==> src/rtl/dmem_arbiter.sv <==
// Shares the single-port data memory between the pipeline (priority) and a read-only debug port.
// Uncontested debug ack next cycle; contested requests force a one-cycle pipeline stall after STARVE_MAX+1 lost cycles.
module dmem_arbiter #(
    parameter int ADDR_W     = 8,
    parameter int DATA_W     = 32,
    parameter int STARVE_MAX = 4
) (
    input  logic              clk,
    input  logic              rst,
    input  logic              pipe_req,
    input  logic              pipe_we,
    input  logic [ADDR_W-1:0] pipe_addr,
    input  logic [DATA_W-1:0] pipe_wdata,
    output logic [DATA_W-1:0] pipe_rdata,
    output logic              pipe_stall,
    input  logic              dbg_req,
    input  logic [ADDR_W-1:0] dbg_addr,
    output logic              dbg_ack,
    output logic [DATA_W-1:0] dbg_rdata,
    output logic              mem_we,
    output logic [ADDR_W-1:0] mem_addr,
    output logic [DATA_W-1:0] mem_wdata,
    input  logic [DATA_W-1:0] mem_rdata
);

    localparam int CNT_W = $clog2(STARVE_MAX + 1);

    typedef enum logic [1:0] {IDLE, WAIT, FORCE, ACK} state_t;

    state_t            state, state_nxt;
    logic [CNT_W-1:0]  starve_cnt, starve_cnt_nxt;
    logic              dbg_own;
    logic              grant;

    always_comb begin
        state_nxt      = state;
        starve_cnt_nxt = starve_cnt;
        dbg_own        = 1'b0;
        grant          = 1'b0;
        pipe_stall     = 1'b0;
        case (state)
            IDLE: begin
                starve_cnt_nxt = '0;
                if (dbg_req && !pipe_req) begin
                    dbg_own   = 1'b1;
                    grant     = 1'b1;
                    state_nxt = ACK;
                end else if (dbg_req) begin
                    state_nxt      = WAIT;
                    starve_cnt_nxt = CNT_W'(1);
                end
            end
            WAIT: begin
                if (!dbg_req) begin
                    state_nxt      = IDLE;
                    starve_cnt_nxt = '0;
                end else if (!pipe_req) begin
                    dbg_own        = 1'b1;
                    grant          = 1'b1;
                    state_nxt      = ACK;
                    starve_cnt_nxt = '0;
                end else if (starve_cnt == CNT_W'(STARVE_MAX)) begin
                    state_nxt = FORCE;
                end else begin
                    starve_cnt_nxt = starve_cnt + CNT_W'(1);
                end
            end
            FORCE: begin
                // Pipeline access this cycle is dropped; it replays once the stall lifts.
                dbg_own        = 1'b1;
                grant          = 1'b1;
                pipe_stall     = 1'b1;
                state_nxt      = ACK;
                starve_cnt_nxt = '0;
            end
            ACK: begin
                state_nxt      = IDLE;
                starve_cnt_nxt = '0;
            end
            default: begin
                state_nxt      = IDLE;
                starve_cnt_nxt = '0;
            end
        endcase
    end

    always_ff @(posedge clk or posedge rst) begin
        if (rst) begin
            state      <= IDLE;
            starve_cnt <= '0;
            dbg_ack    <= 1'b0;
            dbg_rdata  <= '0;
        end else begin
            state      <= state_nxt;
            starve_cnt <= starve_cnt_nxt;
            dbg_ack    <= grant;
            if (grant) begin
                dbg_rdata <= mem_rdata;
            end
        end
    end

    assign mem_addr   = dbg_own ? dbg_addr : pipe_addr;
    assign mem_we     = !dbg_own && pipe_req && pipe_we;
    assign mem_wdata  = pipe_wdata;
    assign pipe_rdata = mem_rdata;

endmodule
==> config.mk <==
export PLATFORM = sky130hd
export DESIGN_NAME = dmem_arbiter
export DESIGN_NICKNAME = d
export VERILOG_FILES = /design/src/rtl/dmem_arbiter.sv
export SDC_FILE = /design/constraint.sdc
export NUM_CORES = 1
export LEC_CHECK = 0
export ABC_AREA = 1
export CORE_MARGIN = 5
export CORE_UTILIZATION = 32
export CTS_CLUSTER_DIAMETER = 200
export DETAILED_ROUTE_END_ITERATION = 8
export PLACE_DENSITY = 0.89
export SYNTH_ARGS = -nofsm -noshare
export SYNTH_HDL_FRONTEND = slang
export SYNTH_SLANG_ARGS = --single-unit
export TNS_END_PERCENT = 10
==> constraint.sdc <==
create_clock -name clk -period 1.5 [get_ports clk]
set_clock_uncertainty 0.05 [all_clocks]
set_input_delay 0.225 -clock clk [delete_from_list [all_inputs] [get_ports clk]]
set_output_delay 0.225 -clock clk [all_outputs]
set_load 0.005 [all_outputs]
* Word level (Yosys, flattened, before mapping)
Index checks and enable logic that the tools add are counted.
** Cells by class
- $add $sub $neg :: 1
- Equal/unequal tests :: 7
- Muxes and demuxes :: 18
- Reductions and logical operators :: 8
** Operator list (count)
- two-way mux 2 bit :: 5
- two-way mux 3 bit :: 3
- case mux 3 bit (3 select lines) :: 1
- two-way mux 8 bit :: 1
- inequality test 4 bit, second input constant :: 2
- case mux 2 bit (4 select lines) :: 1
- two-way mux 1 bit :: 6
- equality test 2 bit, second input constant :: 2
- adder 3 x 1 -> 3 bit, second input constant :: 1
- equality test 3 bit, second input constant :: 1
- logical AND 1 bit :: 3
- inequality test 3 bit, second input constant :: 1
- case mux 1 bit (3 select lines) :: 1
- equality test 2 x 1 -> 1 bit, second input constant :: 1
- logical NOT 1 bit :: 2
- logical NOT 2 bit :: 1
- AND reduction 2 bit :: 1
- OR reduction 2 bit :: 1
** Storage, ports and cells
- Flip-flop bits (word level) :: 38
- Input port bits :: 85
- Output and inout bits :: 107
- Logic and storage cells :: 38

* Longest topological paths before layout
Gate-level depths: netlist of run 1.
- Depth in word-level cells :: 7
- Depth in mapped cells :: 7
- Gate-level depth less buffers :: 7

* Worst setup path after synthesis of run 1
Ideal clock, no wire load.
- Path kind :: register to output
- Start point :: register state[0]
- End point :: output port mem_addr[0]
- Arrival time :: 0.964 ns
- Required time :: 1.225 ns
- Slack :: 0.261 ns
- Cell stages (with the launch flop) :: 7
- Path through :: dfrtp_1 -> nor2_4 -> inv_4 -> nand2_8 -> buf_6 -> nand2_1 -> nand2_1
** On the way
- Word-level cells in the longest chain between the ends :: 3
** Ends and longest elaborated chain
- from (decl) :: RTL line 30 : state_t state, state_nxt;
- from (signal assigned) :: RTL line 94 : state <= state_nxt;
- equality test 2 bit, or another cell as far along :: RTL line 41 : case (state)
- case mux 1 bit (3 select lines) (*) :: RTL line 41
- two-way mux 8 bit (*) :: RTL line 103 : assign mem_addr = dbg_own ? dbg_addr : pipe_addr;
- to (decl) :: RTL line 21 : output logic [ADDR_W-1:0] mem_addr,
Every way passes the cells marked *; elsewhere a longest branch is shown, timed or not.

* Worst setup path after layout of run 1
- Start point :: register state[1]
- End point :: output port mem_addr[5]
Same word-level chain as after synthesis.

==> results of run 1 <==
## worst max-delay path, stage by stage (launching register included)
cell,delay (ns)
dfrtp_2,0.44
nor2_4,0.15
nand2_4,0.08
buf_6,0.13
nand2_4,0.06
buf_6,0.09
nand2_1,0.04
nand2_1,0.04
buf_2,0.10
## power groups by stage
stage / registers [mW] / clock network (mW) / logic [mW]
2_1_floorplan: 1.79 / 0 / 1.23
3_3_place_gp: 1.74 / 0 / 2.64
3_5_place_dp: 1.78 / 0 / 2.70
4_1_cts: 1.76 / 0.702 / 3.03
5_1_grt: 1.83 / 0.755 / 3.31
6_report: 1.77 / 0.665 / 3.02
## path summary, 6_finish.rpt
path	slack (ns)	cells after the start	from	to
max reg2reg	-0.11	11	state[1]	dbg_rdata[23]
min	0.23	3	rst	dbg_rdata[9]
min reg2reg	0.46	2	dbg_rdata[20]	dbg_rdata[20]
max	-0.20	8	state[1]	mem_addr[5]
max in group asynchronous	0.97	3	rst	state[1]
min in group clk	0.40	0	pipe_wdata[12]	mem_wdata[12]
## per-stage QoR
stage / cell area [um2] / utilization, % / instances / power [mW]
CTS: 3570 / 52.0 / 481 / 5.50
floorplan: 2280 / - / 281 / 3.02
detailed placement: 3310 / 48.2 / 454 / 4.48
global route: 3630 / 52.9 / 481 / 5.89
global placement: 3310 / 48.2 / 454 / 4.38
finish: 3630 / 52.9 / 481 / 5.46
## cells by family after synthesis
kind of cell | after synthesis | synth area share, %
simple gates | 152 | 29.8
buf+inv | 87 | 26.9
flops | 38 | 41.7
compound gates | 2 | 0.439
fa+ha+maj | 2 | 1.10
## cell usage in the layout, fill, tap and decap left out, types with 5 or more instances in the layout
| master | count |
|---|---|
| buf_6 | 11 |
| nor2_1 | 5 |
| buf_4 | 31 |
| dlymetal6s2s_1 | 18 |
| dlygate4sd2_1 | 11 |
| buf_2 | 9 |
| clkdlybuf4s50_1 | 89 |
| dfrtp_1 | 37 |
| clkbuf_8 | 5 |
| nand2_1 | 82 |
| nand3_1 | 43 |
| inv_1 | 7 |
| nand2_2 | 13 |
## registers in the layout, indices dropped and copies added, names as in the netlist
name and cells:
dbg_rdata 32, starve_cnt 3, state 2, dbg_ack 1
## area by class of cell
class | instances | area share, %
Tap cell | 96 | 3.30
Timing Repair Buffer | 172 | 46.1
Clock buffer | 7 | 2.10
Inverter | 11 | 1.27
Sequential cell | 38 | 26.2
Multi-Input combinational cell | 157 | 21.1
## layer usage
layer	vias to the layer above	track usage, %
li1	1024	-
met1	969	16.8
met2	115	27.4
met3	14	5.74
met4	0	6.02
met5	-	0
## what timing repair did
action,CTS,global route
resized for setup,65,29
endpoints found under the setup margin,19,63
gates cloned,1,0
buffers inserted,19,1
endpoints found under the hold margin,0,0
pin swaps,6,5
==> flow_summary.yaml, run 1 <==
outcome:
  status: "finished with violations"
  violations: "setup timing"
layout:
  multi_input_area_um2: 766
  n_antenna_cell: 0
  drive_gt1_share_pct: 22.6
  nFillCells: 616
  regArea_um2: 952
  nets: 472
  syn2layout_area_growth_pct: 59.5
timing:
  fmax_mhz: 589
  finalCritPeriodShare_pct: 113
  slew_headroom_pct: 85.7
  period_minus_slack_ns: 1.70
  setup_viol: 38
  holdWs_ns: 0.229
  fin_ws_ns: -0.198
  rsz0062_at_grt: "yes"
  hold_violations: 0
  fin_tns_setup_ns: -3.89
  worst_pin_slew_ns: 0.214
  drv_slew: 0
route:
  totalWireLength_um: 6880
  wl_per_cell_um: 14.3
  drcViolationCount: 0
  vias_per_cell: 4.41
  first_pass_iters: 4
  met1_length_um: 2540
  top_layer_used: "met4"
  final_antenna_net_count: 0
  wl_met2_um: 3460
  drt_iter0_drc: 48
  met3_length_um: 711
  num_vias: 2122
synthesis:
  synth_edf_count: 0
  synthArstFlopShare_pct: 100
  synthFlopType: "dfrtp_1"
  yosysMostFrequentCell: "nand2_1"
  syn_nets: 368
  ys_ff_latch: 38
  syn_area_mm2: 0.00228
  ys_warn_count: 0
  yosys-top-cells-area: "dfrtp_1 (42%), buf_4 (21%), nand2_1 (14%)"
  ys_types: 18
  synth_cells: 281
  yosysTopAreaCellShare_pct: 41.7
  synth_common_cells: "nand2_1 (86), buf_4 (64), nand3_1 (46), dfrtp_1 (38), nand2_2 (10)"
  synth.avg_cell_area_um2: 8.11
  synth_largest_area_cell: "dfrtp_1"
  seq_area_frac_synth_pct: 41.7
grt:
  grt_overflow_total: 0
  grt_max_degree: 39
  track_usage_pct: 15.5
  grt_pass1_vias: 2230
  antenna_found_initial: 0
  grt_pass1_wl_um: 10900
die:
  core_region_area_mm2: 0.00687
  dieArea_mm2: 0.00891
  die_y_um: 94.4
  start_util_pct: 33.2
  io_pins: 192
  die_w_um: 94.4
  placement_rows: 30
pwr:
  p_int_mw: 3.57
  vdd_ir_drop_max_mv: 0.651
  p_leak_nw: 1.95
  p_seq_share_pct: 32.4
  net-switching-power_mw: 1.89
  power.clock.fraction_pct: 12.2
  p_per_area_mw_per_mm2: 1500
  p_sw_share_pct: 34.7
  pwr-share-comb_pct: 55.4
worst_hold_path:
  hold_class: "input port to asynchronous set/reset pin"
clock_tree:
  ctsRootBufferMaster: "clkbuf_8"
  clockBufferDepth: 2
  hold_buffers: 0
  clkTransAtPathRegs_ns: 0.07
  insertion_delay_ns: 0.28
  cts_tree: "done"
  numClockSinks: 38
  htree_num_levels: 2
  cts_buffers: 5
flow_run:
  maxCapViolations: 0
place:
  gp_congestion: 0.837
  hpwl_um: 4920
  port_buffers: 127
  post-place-ws_ns: -0.564
setup_path:
  endpoint_kind: "primary output"
  worstSetupPathType: "register to primary output"
  cp_max_fo: 4
  worstPathRequired_ns: 1.22
  critical_path_arrival_ns: 1.42
  worst_setup_path_start_kind: "register"
No activity file was read; power rests on OpenSTA's default activity.
==> run 2: changes to the inputs <==
--- a/config.mk
+++ b/config.mk
@@ -10,6 +10,7 @@
 export CORE_UTILIZATION = 32
 export CTS_CLUSTER_DIAMETER = 200
 export DETAILED_ROUTE_END_ITERATION = 8
+export GPL_TIMING_DRIVEN = 0
 export PLACE_DENSITY = 0.89
 export SYNTH_ARGS = -nofsm -noshare
 export SYNTH_HDL_FRONTEND = slang
==> run 2 against run 1 <==
  * The flow still finishes with violations (setup timing)
  * Count of clock-buffer cells in the layout unchanged
  * Flip-flop and latch count unchanged
  * Register-to-register slack better by 0.07 ns
  * Via count grew 16%
==> flow_summary.yaml, run 2 (same netlist as run 1, synthesis figures left out) <==
die:
  core_region_area_mm2: 0.00687
  die_y_um: 94.4
  start_util_pct: 33.2
  io_pins: 192
  dieArea_mm2: 0.00891
  placement_rows: 30
  die_w_um: 94.4
setup_path:
  worst_setup_path_start_kind: "register"
  worstPathRequired_ns: 1.22
  worstSetupPathType: "register to primary output"
  cp_max_fo: 6
  endpoint_kind: "primary output"
  critical_path_arrival_ns: 1.49
layout:
  top_regs: "dbg_rdata x32, starve_cnt x3, state x2"
  multi_input_area_um2: 785
  largest_reg_flops: 32
  mostFrequentLayoutCells: "clkdlybuf4s50_1 (113), buf_4 (104), nand2_1 (82)"
  nFillCells: 583
  n_antenna_cell: 0
  regArea_um2: 953
  nets: 556
  mostFrequentLayoutCell: "clkdlybuf4s50_1"
  regMostFlops: "dbg_rdata"
  drive_gt1_share_pct: 35.7
  syn2layout_area_growth_pct: 88.7
timing:
  hold_violations: 0
  fin_ws_ns: -0.262
  period_minus_slack_ns: 1.76
  slew_headroom_pct: 46.4
  finalCritPeriodShare_pct: 117
  holdWs_ns: 0.237
  rsz0062_at_grt: "yes"
  fmax_mhz: 568
  setup_viol: 11
  worst_pin_slew_ns: 0.803
  drv_slew: 0
pwr:
  p_per_area_mw_per_mm2: 1370
  vdd_ir_drop_max_mv: 0.687
  p_leak_nw: 2.23
route:
  drcViolationCount: 0
  drt_iter0_drc: 60
  num_vias: 2461
  wl_per_cell_um: 14.1
  final_antenna_net_count: 0
  totalWireLength_um: 7980
  first_pass_iters: 4
  vias_per_cell: 4.35
grt:
  grt_overflow_total: 0
  grt_pass1_vias: 2562
  grt_pass1_wl_um: 12200
  grt_max_degree: 39
  antenna_found_initial: 0
  track_usage_pct: 17.1
clock_tree:
  insertion_delay_ns: 0.29
  htree_num_levels: 2
  cts_buffers: 5
  ctsRootBufferMaster: "clkbuf_8"
  clockBufferDepth: 2
  cts_tree: "done"
  clkTransAtPathRegs_ns: 0.08
  numClockSinks: 38
outcome:
  violations: "setup timing"
  status: "finished with violations"
place:
  post-place-ws_ns: -0.844
  port_buffers: 159
  gp_congestion: 0.710
  hpwl_um: 6140
flow_run:
  maxCapViolations: 0
worst_hold_path:
  hold_class: "input port to register"
-- run 2: cell count changes in the layout (fill, tap and decap cells not counted), sizes merged --
cell and change:
clkdlybuf4s50 +24, clkdlybuf4s15 +1, buf +74, dlymetal6s2s -16, bufbuf +1, nand2 -1
clkinv +1, dlygate4sd2 +1
-- run 2: repair_timing --
| action | in CTS | in global routing |
|---|---|---|
| hold buffers | 0 | 0 |
| cloned | 1 | 0 |
| endpoints found under the setup margin | 42 | 38 |
| pin swaps | 10 | 9 |
| gates resized for setup | 98 | 16 |
| setup buffers | 20 | 2 |
-- run 2: final timing paths --
path | start | end | slack [ns] | cells past startpoint
worst max-delay path | state[1] | mem_addr[4] | -0.26 | 8
worst min-delay path | mem_rdata[1] | dbg_rdata[1] | 0.24 | 3
worst max register to register | state[0] | dbg_rdata[21] | -0.04 | 8
worst min register to register | dbg_rdata[21] | dbg_rdata[21] | 0.45 | 2
max in group asynchronous | rst | state[0] | 0.49 | 2
min in group asynchronous | rst | state[1] | 0.35 | 2
-- run 2: metal layers --
metal | wire (um) | GRT usage, % | vias up | part of all wire [%]
met1 | 2850 | 17.7 | 1135 | 36
li1 | - | - | 1192 | -
met3 | 917 | 6.69 | 6 | 11
met4 | 74 | 3.73 | 0 | 0.93
met2 | 4140 | 32.4 | 128 | 52
met5 | 0 | 0 | - | 0
-- run 2: worst max-delay path, stage by stage (launching register included) --
cell and delay, ns:
dfrtp_2 0.44, nor2_4 0.16, nand2_4 0.11, nand2_8 0.08
buf_8 0.12, buf_6 0.10, nand2_2 0.04, nand2_1 0.05
buf_2 0.11
-- run 2: final cells by class --
| type | count | share of cell area, % |
|---|---|---|
| repair buffers | 182 | 39.8 |
| well taps | 96 | 2.79 |
| clock buffers | 7 | 2.01 |
| plain buffers | 75 | 13.8 |
| clock inverters | 1 | 0.116 |
| flip-flops and latches | 38 | 22.2 |
| multi-input cells | 156 | 18.2 |
| inverters | 11 | 1.02 |
-- run 2: power breakdown --
group | switching, mW | internal [mW]
logic | 1.35 | 2.03
registers | 0.281 | 1.49
clock network | 0.354 | 0.371
total | 1.99 | 3.90
-- run 2: metrics by stage --
stage / utilization [%] / total power, mW / std cells / setup TNS [ns] / instance area, um2
after global routing: 62.6 / 6.34 / 566 / -2.93 / 4300
after floorplan: - / 3.02 / 281 / 0 / 2280
final: 62.6 / 5.89 / 566 / -1.95 / 4300
after global placement: 58.1 / 4.63 / 536 / -30.75 / 3990
after detailed placement: 58.1 / 4.74 / 536 / -14.96 / 3990
after CTS: 62.1 / 5.91 / 565 / -2.89 / 4270
==> run 3: changes to the inputs <==
==> constraint.sdc (replaced) <==
create_clock -name clk -period 2 [get_ports clk]
set_clock_uncertainty 0.05 [all_clocks]
set_input_delay 0.3 -clock clk [delete_from_list [all_inputs] [get_ports clk]]
set_output_delay 0.3 -clock clk [all_outputs]
set_load 0.005 [all_outputs]
==> run 3 against run 2 <==
  * The run now ends clean
  * Global-route usage decreased by 0.70 points
  * Clock power down 25%
  * Via count shrank 2.2%
  * Critical endpoint is now mem_addr[2]
  * Highest routed layer unchanged
  * Register-to-register slack better by 0.67 ns
  * Power is 29% lower
  * Cell area decreased by 2.5%
  * Non-clock buffer count down 12
==> flow_summary.yaml, run 3 (same netlist as run 1, synthesis figures left out) <==
outcome:
  status: "finished, final reports clean"
grt:
  grt_overflow_total: 0
  track_usage_pct: 16.4
  grt_max_degree: 39
  grt_pass1_wl_um: 11600
  antenna_found_initial: 0
  grt_pass1_vias: 2454
clock_tree:
  cts_tree: "done"
  insertion_delay_ns: 0.28
  clockBufferDepth: 2
  clkTransAtPathRegs_ns: 0.07
  numClockSinks: 38
  ctsRootBufferMaster: "clkbuf_8"
  cts_buffers: 5
  hold_buffers: 0
  htree_num_levels: 2
setup_path:
  critical_path_arrival_ns: 1.62
  r2r_cells: 6
  endpoint_kind: "primary output"
  worst_setup_path_start_kind: "register"
  worstSetupPathType: "register to primary output"
  worstPathRequired_ns: 1.65
  cp_max_fo: 10
layout:
  n_antenna_cell: 0
  nets: 544
  mostFrequentLayoutCell: "clkdlybuf4s50_1"
  nFillCells: 583
  regMostFlops: "dbg_rdata"
  regArea_um2: 953
  multi_input_area_um2: 724
  syn2layout_area_growth_pct: 84.0
  finalNonFillerCells: 554
  drive_gt1_share_pct: 24.9
  mostFrequentLayoutCells: "clkdlybuf4s50_1 (148), nand2_1 (86), buf_4 (75)"
  largest_reg_flops: 32
  top_regs: "dbg_rdata x32, starve_cnt x3, state x2"
pwr:
  power.clock.fraction_pct: 13.0
  p_per_area_mw_per_mm2: 996
  power_mw: 4.18
  pwr-share-comb_pct: 55.2
  p_seq_share_pct: 31.8
  net-switching-power_mw: 1.41
  vdd_ir_drop_max_mv: 0.505
  p_int_mw: 2.76
  p_leak_nw: 2.09
  p_sw_share_pct: 33.8
flow_run:
  maxCapViolations: 0
route:
  drcViolationCount: 0
  drt_iter0_drc: 62
  num_vias: 2408
  vias_per_cell: 4.35
  final_antenna_net_count: 0
  totalWireLength_um: 7650
  wl_per_cell_um: 13.8
  first_pass_iters: 4
die:
  io_pins: 192
  core_region_area_mm2: 0.00687
  dieArea_mm2: 0.00891
  placement_rows: 30
  die_w_um: 94.4
  start_util_pct: 33.2
  die_y_um: 94.4
timing:
  setup_viol: 0
  fin_tns_setup_ns: 0
  rsz0062_at_grt: "yes"
  finalCritPeriodShare_pct: 98.3
  hold_violations: 0
  holdWs_ns: 0.437
  slew_headroom_pct: 46.0
  period_minus_slack_ns: 1.97
  worst_pin_slew_ns: 0.809
  fmax_mhz: 509
  drv_slew: 0
place:
  port_buffers: 159
  gp_congestion: 0.710
  hpwl_um: 6140
  place_inst: 536
worst_hold_path:
  hold_class: "input port to asynchronous set/reset pin"
-- run 3: changes by cell type in the layout (fill, tap and decap cells not counted), sizes merged --
cell,previous run,this run
inv,11,10
bufbuf,1,0
buf,128,87
clkdlybuf4s15,1,2
clkinv,1,2
clkdlybuf4s50,113,148
dlygate4sd2,12,4
dlymetal6s2s,2,3
clkbuf,7,8
-- run 3: critical path: stages (launching register included) --
cell and delay [ns]:
dfrtp_2 0.45, nor2_4 0.16, clkinv_4 0.11, buf_6 0.16, nand3_1 0.10, nand2_1 0.08, dlygate4sd2_1 0.27
-- run 3: cell type report --
cell class              instances  share of cell area, %
plain buffers                  76                   14.2
clock buffers                   7                   2.06
clock inverters                 1                  0.119
inverters                      11                   1.10
multi-input cells             156                   17.3
flip-flops and latches         38                   22.7
well taps                      96                   2.86
repair buffers                169                   39.7
-- run 3: final timing paths --
kind,slack [ns],startpoint,end
worst max register to register,0.63,state[0],dbg_rdata[23]
worst max-delay path,0.03,state[0],mem_addr[2]
min in group clk,0.46,dbg_rdata[5],dbg_rdata[5]
worst min-delay path,0.44,rst,state[1]
max in group asynchronous,0.91,rst,state[0]
worst min register to register,0.46,dbg_rdata[5],dbg_rdata[5]
-- run 3: layer usage --
layer,routed length [um],global-route usage [%],vias to the layer above
met5,0,0,-
met4,104,4.21,0
met3,903,7.01,8
met2,3890,30.4,123
met1,2750,16.9,1106
li1,-,-,1171
-- run 3: repair_timing --
action                                  in CTS  in global routing
resized for setup                           21                 12
pin swaps                                    4                  2
buffers inserted                             7                  3
endpoints found under the setup margin       8                 10
gates cloned                                 0                  0
-- run 3: metrics by stage --
stage	utilization [%]	setup WS, ns	area [um2]
finish	61.0	0.0337	4190
global route	61.0	-0.0697	4190
CTS	60.4	-0.218	4150
detailed placement	58.1	-0.494	3990
global placement	58.1	-0.421	3990
floorplan	-	0.686	2280
-- run 3: power groups by stage --
stage          registers [mW]  clock network (mW)  logic (mW)
3_5_place_dp             1.34                   0        2.22
3_3_place_gp             1.31                   0        2.16
6_report                 1.33               0.543        2.31
4_1_cts                  1.32               0.568        2.30
5_1_grt                  1.37               0.605        2.53
2_1_floorplan            1.34                   0       0.920
